`config.mk`:
```
export PLATFORM = sky130hd
export DESIGN_NAME = usb_host_txn
export DESIGN_NICKNAME = d
export VERILOG_FILES = /design/src/rtl/usb_pkg.sv /design/src/rtl/usb_txn_timer.sv /design/src/rtl/usb_host_txn.sv
export SDC_FILE = /design/constraint.sdc
export NUM_CORES = 1
export LEC_CHECK = 0
export ABC_AREA = 1
export CORE_MARGIN = 2
export CORE_UTILIZATION = 40
export CTS_BUF_LIST = sky130_fd_sc_hd__clkbuf_4
export DETAILED_ROUTE_END_ITERATION = 16
export PLACE_DENSITY = 0.68
export SLEW_MARGIN = 20
export SYNTH_ARGS = -nofsm -noshare
export SYNTH_HDL_FRONTEND = slang
export SYNTH_SLANG_ARGS = --single-unit
```
`constraint.sdc`:
```
create_clock -name clk -period 3.1 [get_ports clk]
set_input_delay 0.62 -clock clk [delete_from_list [all_inputs] [get_ports clk]]
set_output_delay 0.62 -clock clk [all_outputs]
set_load 0.02 [all_outputs]
```
`src/rtl/usb_pkg.sv`:
```
// Shared types and packet formatting for the USB host transaction controller.
// Packets are 99-bit frames handed to the CRC encoder with the CRC field left zero.
package usb_pkg;

    typedef enum logic [3:0] {
        PID_OUT   = 4'b0001,
        PID_IN    = 4'b1001,
        PID_DATA0 = 4'b0011,
        PID_DATA1 = 4'b1011,
        PID_ACK   = 4'b0010,
        PID_NAK   = 4'b1010,
        PID_STALL = 4'b1110
    } pid_t;

    typedef enum logic [1:0] {
        ST_OK    = 2'b00,
        ST_FAIL  = 2'b01,
        ST_STALL = 2'b10
    } status_t;

    typedef enum logic [3:0] {
        S_IDLE,
        S_TOKEN,
        S_TOKEN_WAIT,
        S_DATA,
        S_DATA_WAIT,
        S_WAIT_HS,
        S_WAIT_DATA,
        S_ACK,
        S_ACK_WAIT,
        S_DONE
    } state_t;

    localparam logic [7:0] SYNC     = 8'b0000_0001;
    localparam int         PKT_W    = 99;
    localparam int         SYNC_LSB = 91;
    localparam int         PID_LSB  = 83;
    localparam int         TOK_LSB  = 72;
    localparam int         DATA_LSB = 19;

    // The PID decides which body field is populated; handshakes carry none.
    function automatic logic [PKT_W-1:0] build_pkt(input logic [3:0]  pid,
                                                   input logic [6:0]  addr,
                                                   input logic [3:0]  endp,
                                                   input logic [63:0] data);
        logic [PKT_W-1:0] p;
        p = '0;
        p[SYNC_LSB +: 8] = SYNC;
        p[PID_LSB +: 8]  = {~pid, pid};
        case (pid)
            PID_OUT, PID_IN:      p[TOK_LSB +: 11]  = {addr, endp};
            PID_DATA0, PID_DATA1: p[DATA_LSB +: 64] = data;
            default:              ;
        endcase
        return p;
    endfunction

endpackage

```
`src/rtl/usb_txn_timer.sv`:
```
// Response timer: counts while enabled, clears or loads on demand, and flags
// the cycle in which the count equals TIMEOUT.
module usb_txn_timer #(
    parameter int TIMEOUT = 255,
    localparam int W = $clog2(TIMEOUT + 1)
) (
    input  logic         clk,
    input  logic         rst_b,
    input  logic         clr_i,
    input  logic         load_i,
    input  logic [W-1:0] load_val_i,
    input  logic         en_i,
    output logic         expired_o
);

    logic [W-1:0] cnt_q;
    logic [W-1:0] cnt_d;

    always_comb begin
        cnt_d = cnt_q;
        if (clr_i) begin
            cnt_d = '0;
        end else if (load_i) begin
            cnt_d = load_val_i;
        end else if (en_i) begin
            cnt_d = cnt_q + 1'b1;
        end
    end

    always_ff @(posedge clk or negedge rst_b) begin
        if (!rst_b) begin
            cnt_q <= '0;
        end else begin
            cnt_q <= cnt_d;
        end
    end

    assign expired_o = (cnt_q == W'(TIMEOUT));

endmodule

```
`src/rtl/usb_host_txn.sv`:
```
// Host transaction controller: sequences token/data/handshake packets for one
// OUT or IN request, tracks data toggles and retries, and reports one status.
module usb_host_txn
    import usb_pkg::*;
#(
    parameter int TIMEOUT   = 255,
    parameter int MAX_RETRY = 8
) (
    input  logic        clk,
    input  logic        rst_b,
    input  logic        req_valid,
    output logic        req_ready,
    input  logic        req_dir,
    input  logic [6:0]  req_addr,
    input  logic [3:0]  req_endp,
    input  logic [63:0] req_data,
    output logic [98:0] pkt,
    output logic        pkt_avail,
    input  logic        enc_ready,
    input  logic        tx_done,
    input  logic        rx_valid,
    input  logic [3:0]  rx_pid,
    input  logic [63:0] rx_data,
    input  logic        rx_crc_ok,
    output logic        done,
    output logic [1:0]  status,
    output logic [63:0] resp_data,
    output logic [3:0]  dbg_state
);

    localparam int RW = $clog2(MAX_RETRY + 1);

    // Handshake: a packet moves to the encoder on pkt_avail && enc_ready, and
    // pkt is frozen for as long as pkt_avail is high.
    state_t         state_q, state_d;
    status_t        status_q, status_d;
    logic           dir_q, dir_d;
    logic [6:0]     addr_q, addr_d;
    logic [3:0]     endp_q, endp_d;
    logic [63:0]    data_q, data_d;
    logic [RW-1:0]  retry_q, retry_d;
    logic           tog_out_q, tog_out_d;
    logic           tog_in_q, tog_in_d;
    logic           mis_q, mis_d;
    logic [63:0]    buf_q, buf_d;
    logic [63:0]    resp_q, resp_d;
    logic [98:0]    pkt_q, pkt_d;
    logic           avail_q, avail_d;

    logic           expired;
    logic           tmr_clr;
    logic           tmr_en;
    logic           do_retry;
    logic           rx_good;
    logic [RW-1:0]  retry_inc;
    pid_t           in_pid;
    pid_t           tok_pid;

    assign rx_good   = rx_valid && rx_crc_ok;
    assign retry_inc = retry_q + 1'b1;
    assign in_pid    = tog_in_q ? PID_DATA1 : PID_DATA0;
    // On the accept cycle the request fields are not yet latched.
    assign tok_pid   = ((state_q == S_IDLE) ? req_dir : dir_q) ? PID_IN : PID_OUT;

    always_comb begin
        state_d   = state_q;
        status_d  = status_q;
        dir_d     = dir_q;
        addr_d    = addr_q;
        endp_d    = endp_q;
        data_d    = data_q;
        retry_d   = retry_q;
        tog_out_d = tog_out_q;
        tog_in_d  = tog_in_q;
        mis_d     = mis_q;
        buf_d     = buf_q;
        resp_d    = resp_q;
        pkt_d     = pkt_q;
        do_retry  = 1'b0;

        case (state_q)
            S_IDLE: begin
                if (req_valid) begin
                    state_d = S_TOKEN;
                    dir_d   = req_dir;
                    addr_d  = req_addr;
                    endp_d  = req_endp;
                    data_d  = req_data;
                    retry_d = '0;
                end
            end
            S_TOKEN:      if (enc_ready) state_d = S_TOKEN_WAIT;
            S_TOKEN_WAIT: if (tx_done)   state_d = dir_q ? S_WAIT_DATA : S_DATA;
            S_DATA:       if (enc_ready) state_d = S_DATA_WAIT;
            S_DATA_WAIT:  if (tx_done)   state_d = S_WAIT_HS;
            S_WAIT_HS: begin
                if (rx_good) begin
                    if (rx_pid == PID_ACK) begin
                        tog_out_d = ~tog_out_q;
                        status_d  = ST_OK;
                        state_d   = S_DONE;
                    end else if (rx_pid == PID_STALL) begin
                        status_d = ST_STALL;
                        state_d  = S_DONE;
                    end else begin
                        do_retry = 1'b1;
                    end
                end else if (expired) begin
                    do_retry = 1'b1;
                end
            end
            S_WAIT_DATA: begin
                // Bad-CRC packets fall through so the timer keeps running.
                if (rx_good && (rx_pid == PID_DATA0 || rx_pid == PID_DATA1)) begin
                    state_d = S_ACK;
                    mis_d   = (rx_pid != in_pid);
                    if (rx_pid == in_pid) begin
                        buf_d    = rx_data;
                        tog_in_d = ~tog_in_q;
                    end
                end else if (rx_good && rx_pid == PID_STALL) begin
                    status_d = ST_STALL;
                    state_d  = S_DONE;
                end else if ((rx_good && rx_pid == PID_NAK) || expired) begin
                    do_retry = 1'b1;
                end
            end
            S_ACK:        if (enc_ready) state_d = S_ACK_WAIT;
            S_ACK_WAIT: begin
                if (tx_done) begin
                    if (mis_q) begin
                        do_retry = 1'b1;
                    end else begin
                        status_d = ST_OK;
                        resp_d   = buf_q;
                        state_d  = S_DONE;
                    end
                end
            end
            S_DONE:       state_d = S_IDLE;
            default:      state_d = S_IDLE;
        endcase

        if (do_retry) begin
            retry_d = retry_inc;
            if (retry_inc == RW'(MAX_RETRY)) begin
                status_d = ST_FAIL;
                state_d  = S_DONE;
            end else begin
                state_d = S_TOKEN;
            end
        end

        // Packets are formatted only on entry, so pkt never moves while offered.
        if (state_d != state_q) begin
            case (state_d)
                S_TOKEN: pkt_d = build_pkt(tok_pid,
                                           (state_q == S_IDLE) ? req_addr : addr_q,
                                           (state_q == S_IDLE) ? req_endp : endp_q,
                                           64'd0);
                S_DATA:  pkt_d = build_pkt(tog_out_q ? PID_DATA1 : PID_DATA0,
                                           addr_q, endp_q, data_q);
                S_ACK:   pkt_d = build_pkt(PID_ACK, addr_q, endp_q, 64'd0);
                default: ;
            endcase
        end
        avail_d = (state_d == S_TOKEN) || (state_d == S_DATA) || (state_d == S_ACK);
    end

    assign tmr_clr = (state_d != state_q) &&
                     (state_d == S_WAIT_HS || state_d == S_WAIT_DATA);
    assign tmr_en  = (state_q == S_WAIT_HS) || (state_q == S_WAIT_DATA);

    usb_txn_timer #(.TIMEOUT(TIMEOUT)) u_timer (
        .clk        (clk),
        .rst_b      (rst_b),
        .clr_i      (tmr_clr),
        .load_i     (1'b0),
        .load_val_i ('0),
        .en_i       (tmr_en),
        .expired_o  (expired)
    );

    always_ff @(posedge clk or negedge rst_b) begin
        if (!rst_b) begin
            state_q   <= S_IDLE;
            status_q  <= ST_OK;
            dir_q     <= 1'b0;
            addr_q    <= '0;
            endp_q    <= '0;
            data_q    <= '0;
            retry_q   <= '0;
            tog_out_q <= 1'b0;
            tog_in_q  <= 1'b0;
            mis_q     <= 1'b0;
            buf_q     <= '0;
            resp_q    <= '0;
            pkt_q     <= '0;
            avail_q   <= 1'b0;
        end else begin
            state_q   <= state_d;
            status_q  <= status_d;
            dir_q     <= dir_d;
            addr_q    <= addr_d;
            endp_q    <= endp_d;
            data_q    <= data_d;
            retry_q   <= retry_d;
            tog_out_q <= tog_out_d;
            tog_in_q  <= tog_in_d;
            mis_q     <= mis_d;
            buf_q     <= buf_d;
            resp_q    <= resp_d;
            pkt_q     <= pkt_d;
            avail_q   <= avail_d;
        end
    end

    assign req_ready = (state_q == S_IDLE);
    assign done      = (state_q == S_DONE);
    assign status    = status_q;
    assign resp_data = resp_q;
    assign pkt       = pkt_q;
    assign pkt_avail = avail_q;
    assign dbg_state = state_q;

endmodule

```
==> impl_metrics.ini, run 1 <==
[power]
ir_drop_uv = 504
fin_total_pwr_mw = 16.4
p_leak_nw = 8.30
power_density_nw_per_um2 = 971

[floorplanning]
rows = 64
coreArea_sq_um = 30700
die_x_um = 181
die_h_um = 181
ioPinCount = 323
initial_core_util_pct = 40.7
dieArea_sq_um = 32600

[yosys]
yosysTopAreaCellShare_pct = 59.5
synthArstFlopShare_pct = 100
synth_top_area_cell = dfrtp_1
ys_seq_elements = 297
avgSynthCellArea_sq_um = 8.72
synth-simple-area-share_pct = 24.4
synthMuxAreaShare_pct = 0.0802
ys.warnings.count = 0
synth_cells = 1432
synthTopCellsByArea = dfrtp_1 (60%), nand2_1 (19%), o21ai_0 (4.3%)
synth_edf_count = 0
synth_seq_area_share_pct = 59.5
synthXorXnorAreaFrac_pct = 0.702
synth_top_family_by_area = simple AND/OR/NAND/NOR gates
synth_compound_area_share_pct = 7.78
synth.distinct_cells = 35
yosys.area_share.adder_pct = 0.200
ys_top_cells_by_count = nand2_1 (627), dfrtp_1 (297), o21ai_0 (106)
synth_ff_type = dfrtp_1
syn-cell-area_sq_um = 12500
synth_most_common_cell = nand2_1

[worst_hold_path]
worst_hold_path.endpoint = data_q[56]
hold_start = req_data[56]
hold_depth = 3
min_path_type = in -> reg

[sta]
worst_pin_slew_ns = 1.02
period_share_pct = 92.4
setup_viol = 0
fin_crit_ns = 2.86
clock_skew_ns = 0.0592
maxSlewHeadroom_pct = 32.0
hold_viol_final = 0
fin_tns_setup_ns = 0
rsz0062_at_grt = no
fin_hold_ws_ns = 0.472
drv_slew = 0
fmax_mhz = 349

[setup_path]
crit_slowest_cell = clkdlybuf4s50_1
timing.critical_path.buf_inv = 2
critical-path-top-delay-family = buffers and inverters
r2r_end = pkt[90]
crit_path_end_kind = output pin
critPathMaxFanout = 7
critPathRequiredTime_ns = 2.48
crit_chain = inv_2, nand2_2, nor2_1, clkdlybuf4s50_1
r2r_start = u_timer.cnt_q[0]
crit_arrival_ns = 2.24
slowest_delay_ns = 0.67
crit_type = reg -> out
start_kind = register
rrSetupSlack_ns = 0.62
reg2reg_depth = 16

[final_layout]
area_delta_synth_final_pct = 35.5
multi_input_area_sq_um = 4270
design_area_sq_um = 16900
regArea_sq_um = 7430
nets = 1924
fin_util_pct = 55.1
drive_above_1_share_pct = 11.3
nFillCells = 2804

[clock_network]
clkSinkCount = 297
cts_made_buffers = 81
clock_path_buffers = 3
root_buffer = clkbuf_4
path_clk_slew_ns = 0.06
cts_tree = built
clk_latency_ns = 0.70
cts_max_level = 3

[global_routing]
grt_max_degree = 109
globalRouteTotalUtil_pct = 20.1
grt_pass1_wl_um = 53600
antenna_found_initial = 3
grt_pass1_vias = 10600
grt-ovfl-total = 0

[run_status]
status = finished clean

[routing]
wl_met3_um = 3240
wire_per_inst_um = 14.7
firstDrtPassIters = 5
routed_via_density = 4.74
drtAntennaViolNets = 0
routed_wl_um = 32700
wl_met1_um = 14000
dr_wl_met2_um = 14700
drt_iter0_markers = 645
drc_errors = 0
via_count = 10500
maxUsedRoutingLayer = met4

[place]
hpwl_um = 21900
placement.io_buffers = 295
place_congestion = 0.848
dpl_cell_area_sq_um = 15800

[run]
cap_violations = 0
cell usage in the layout (no fill, tap or decap), types with 5 or more instances in the layout:
master           instances
inv_1                   78
conb_1                  27
dfrtp_1                297
o21ai_1                 53
nor2_4                   5
nand4_1                  6
nand3_1                 46
xor2_1                   6
nor2_2                   5
clkbuf_4               119
a21oi_1                  5
clkinv_1                 6
clkdlybuf4s50_1        294
buf_12                  10
o21ai_0                106
buf_4                   21
o211ai_1                13
inv_2                   12
nand2_1                627
nand2_2                  7
nor2_1                  39
area by class of cell:
| type | count | share of cell area (%) |
|---|---|---|
| multi-input cells | 973 | 25.2 |
| flip-flops and latches | 297 | 43.9 |
| repair buffers | 327 | 19.7 |
| clock buffers | 119 | 5.28 |
| inverters | 91 | 2.02 |
| clock inverters | 14 | 0.880 |
| diodes | 3 | 0.0444 |
| well taps | 396 | 2.93 |
worst reg2reg max path, delay by kind of cell (launching register included):
kind,cells,cell delay (ns)
adder cells (fa/ha/maj),1,0.24
AND/OR/NAND/NOR,12,1.22
buffers and inverters,2,0.44
flip-flops,1,0.41
AO/OA/AOI/OAI,1,0.07
through the flow:
stage | cells | worst slack [ns]
after global routing | 2219 | 0.0575
after floorplan | 1458 | 0.826
final | 2220 | 0.236
after detailed placement | 2083 | 0.0146
after global placement | 2083 | 0.109
after CTS | 2217 | 0.0599
logic make-up after synthesis:
family / count (synthesis)
compound gates: 183
flops: 297
simple gates: 750
other cells: 1
fa+ha+maj: 2
mux: 1
xor+xnor: 10
buf+inv: 188
flip-flops by register name (all words and copies together) (netlist names):
name           cells
pkt               71
buf_q             64
data_q            64
resp_data         64
u_timer.cnt_q      8
addr_q             7
dbg_state          4
endp_q             4
retry_q            4
status             2
dir_q              1
mis_q              1
pkt_avail          1
tog_in_q           1
tog_out_q          1
timing repair:
item | in CTS | in global routing
pin swaps | 0 | 0
endpoints found under the hold margin | 44 | 0
setup endpoints to repair | 1 | 1
hold buffers | 1 | 0
buffers inserted | 0 | 0
resized for setup | 1 | 1
metal layers:
| metal | vias up | track usage (%) |
|---|---|---|
| li1 | 5147 | - |
| met1 | 4907 | 25.8 |
| met2 | 400 | 30.9 |
| met3 | 60 | 8.02 |
| met4 | 0 | 7.03 |
| met5 | - | 0 |
worst max-delay path by stage:
stage,start,endpoint,depth (start not counted)
finish,dbg_state[1],done,4
global route,dbg_state[0],req_ready,4
CTS,dbg_state[2],req_ready,4
detailed placement,rx_crc_ok,pkt[65],15
global placement,rx_pid[2],pkt[71],13
floorplan,rx_valid,pkt[88],15
where the power goes:
group / internal (mW) / leakage (nW) / switching, mW / total, mW
Sequential: 5.17 / 3.74 / 0.738 / 5.91
Clock: 2.00 / 0.618 / 1.62 / 3.61
Combinational: 2.77 / 3.94 / 4.14 / 6.90
(Power assumes the default switching activity.)
==> run 2, diff against run 1 <==
--- a/config.mk
+++ b/config.mk
@@ -11,6 +11,7 @@
 export CTS_BUF_LIST = sky130_fd_sc_hd__clkbuf_4
 export DETAILED_ROUTE_END_ITERATION = 16
 export PLACE_DENSITY = 0.68
+export REMOVE_ABC_BUFFERS = 1
 export SLEW_MARGIN = 20
 export SYNTH_ARGS = -nofsm -noshare
 export SYNTH_HDL_FRONTEND = slang
==> impl_metrics.ini, run 2 (synthesis results as in run 1) <==
[floorplanning]
die_x_um = 181
die_h_um = 181
initial_core_util_pct = 40.7
ioPinCount = 323
rows = 64
dieArea_sq_um = 32600
coreArea_sq_um = 30700

[clock_network]
post-cts-setup-buffers = 0
clock_path_buffers = 3
clk_latency_ns = 0.68
cts_made_buffers = 81
cts_tree = built
root_buffer = clkbuf_4
cts_max_level = 3
path_clk_slew_ns = 0.07
clkSinkCount = 297

[power]
clock_power_share_pct = 21.6
power_density_nw_per_um2 = 969
p_seq_share_pct = 36.3
p_switching_mw = 6.49
p_leak_nw = 8.26
switching_share_pct = 39.7
ir_drop_uv = 512
power_frac_comb_pct = 42.2
internal_power_mw = 9.85

[setup_path]
critPathMaxFanout = 6
crit_arrival_ns = 2.31
critPathRequiredTime_ns = 2.48
crit_type = reg -> out
crit_start = dbg_state[2]
reg2reg_depth = 15
crit_path_end_kind = output pin
r2r_start = u_timer.cnt_q[0]
start_kind = register

[routing]
routed_via_density = 4.66
drt_iter0_markers = 448
wire_per_inst_um = 15.0
drc_errors = 0
routed_wl_um = 33200
drtAntennaViolNets = 0
via_count = 10300
firstDrtPassIters = 6

[sta]
fmax_mhz = 342
worst_pin_slew_ns = 1.06
fin_tns_setup_ns = 0
fin_hold_ws_ns = 0.439
hold_viol_final = 0
drv_slew = 0
fin_crit_ns = 2.93
layout_setup_ws_ns = 0.174
clock_skew_ns = 0.0529
rsz0062_at_grt = no
period_share_pct = 94.4
maxSlewHeadroom_pct = 29.5
setup_viol = 0

[run]
cap_violations = 0

[final_layout]
nets = 1921
drive_above_1_share_pct = 11.0
layoutNonFillerInstCount = 2220
design_area_sq_um = 16900
largest_reg_flops = 71
final_cell_mix = nand2_1 (627), dfrtp_1 (297), clkdlybuf4s50_1 (294), clkbuf_4 (119), o21ai_0 (106)
area_delta_synth_final_pct = 35.1
layout_commonest_cell = nand2_1

[worst_hold_path]
hold_depth = 2
min_path_type = reg -> reg
hold_start = buf_q[56]

[place]
placedCellCount = 2080
place_congestion = 0.865
dpl_cell_area_sq_um = 15800
placement.io_buffers = 295
hpwl_um = 22500
preCtsSetupSlack_ns = -0.0961

[global_routing]
grt_pass1_wl_um = 54100
grt-ovfl-total = 0
antenna_found_initial = 3
grt_pass1_vias = 10500
grt_max_degree = 109
globalRouteTotalUtil_pct = 20.4

[run_status]
status = finished clean
-- run 2: repair_timing --
action / in CTS / in global routing
resized for setup: 1 / 0
hold buffers: 1 / 0
hold endpoints to repair: 68 / 0
endpoints found under the setup margin: 1 / 0
-- run 2: power groups by stage --
stage	clock (mW)	sequential, mW	combinational, mW
6_report	3.52	5.93	6.89
5_1_grt	3.89	6.09	7.58
4_1_cts	3.67	5.93	6.98
3_5_place_dp	0	5.97	6.95
3_3_place_gp	0	5.96	6.81
2_1_floorplan	0	6.61	3.02
-- run 2: final cells by class --
type | instances | area, sq um
flip-flops and latches | 297 | 7430
repair buffers | 324 | 3290
diodes | 3 | 7.51
multi-input cells | 973 | 4260
well taps | 396 | 495
fillers | 2878 | 13800
inverters | 91 | 342
clock inverters | 17 | 135
clock buffers | 119 | 893
-- run 2: routing by layer --
layer  GRT usage (%)  wire length, um  up-vias
met4            9.61             1070        0
li1                -                -     5142
met2            34.1            16600      276
met3            3.94             1530       59
met5               0                0        -
met1            25.7            14100     4862
-- run 2: worst max-delay path, stage by stage (launching register included) --
cell	delay, ns
dfrtp_1	0.48
nor2_4	0.24
inv_1	0.06
nor2_1	0.21
clkdlybuf4s50_1	0.68
-- run 2: final timing paths --
path,to,slack [ns]
min in group asynchronous,resp_data[14],0.50
worst max register to register,pkt[49],0.45
max in group asynchronous,pkt[86],1.69
worst min-delay path,resp_data[56],0.44
worst max-delay path,req_ready,0.17
worst min register to register,resp_data[56],0.44
-- run 2: per-stage QoR --
stage,power [mW],utilization [%]
2_1_floorplan,9.64,-
3_3_place_gp,12.8,51.5
4_1_cts,16.6,54.9
3_5_place_dp,12.9,51.5
5_1_grt,17.6,55.0
6_report,16.3,55.0
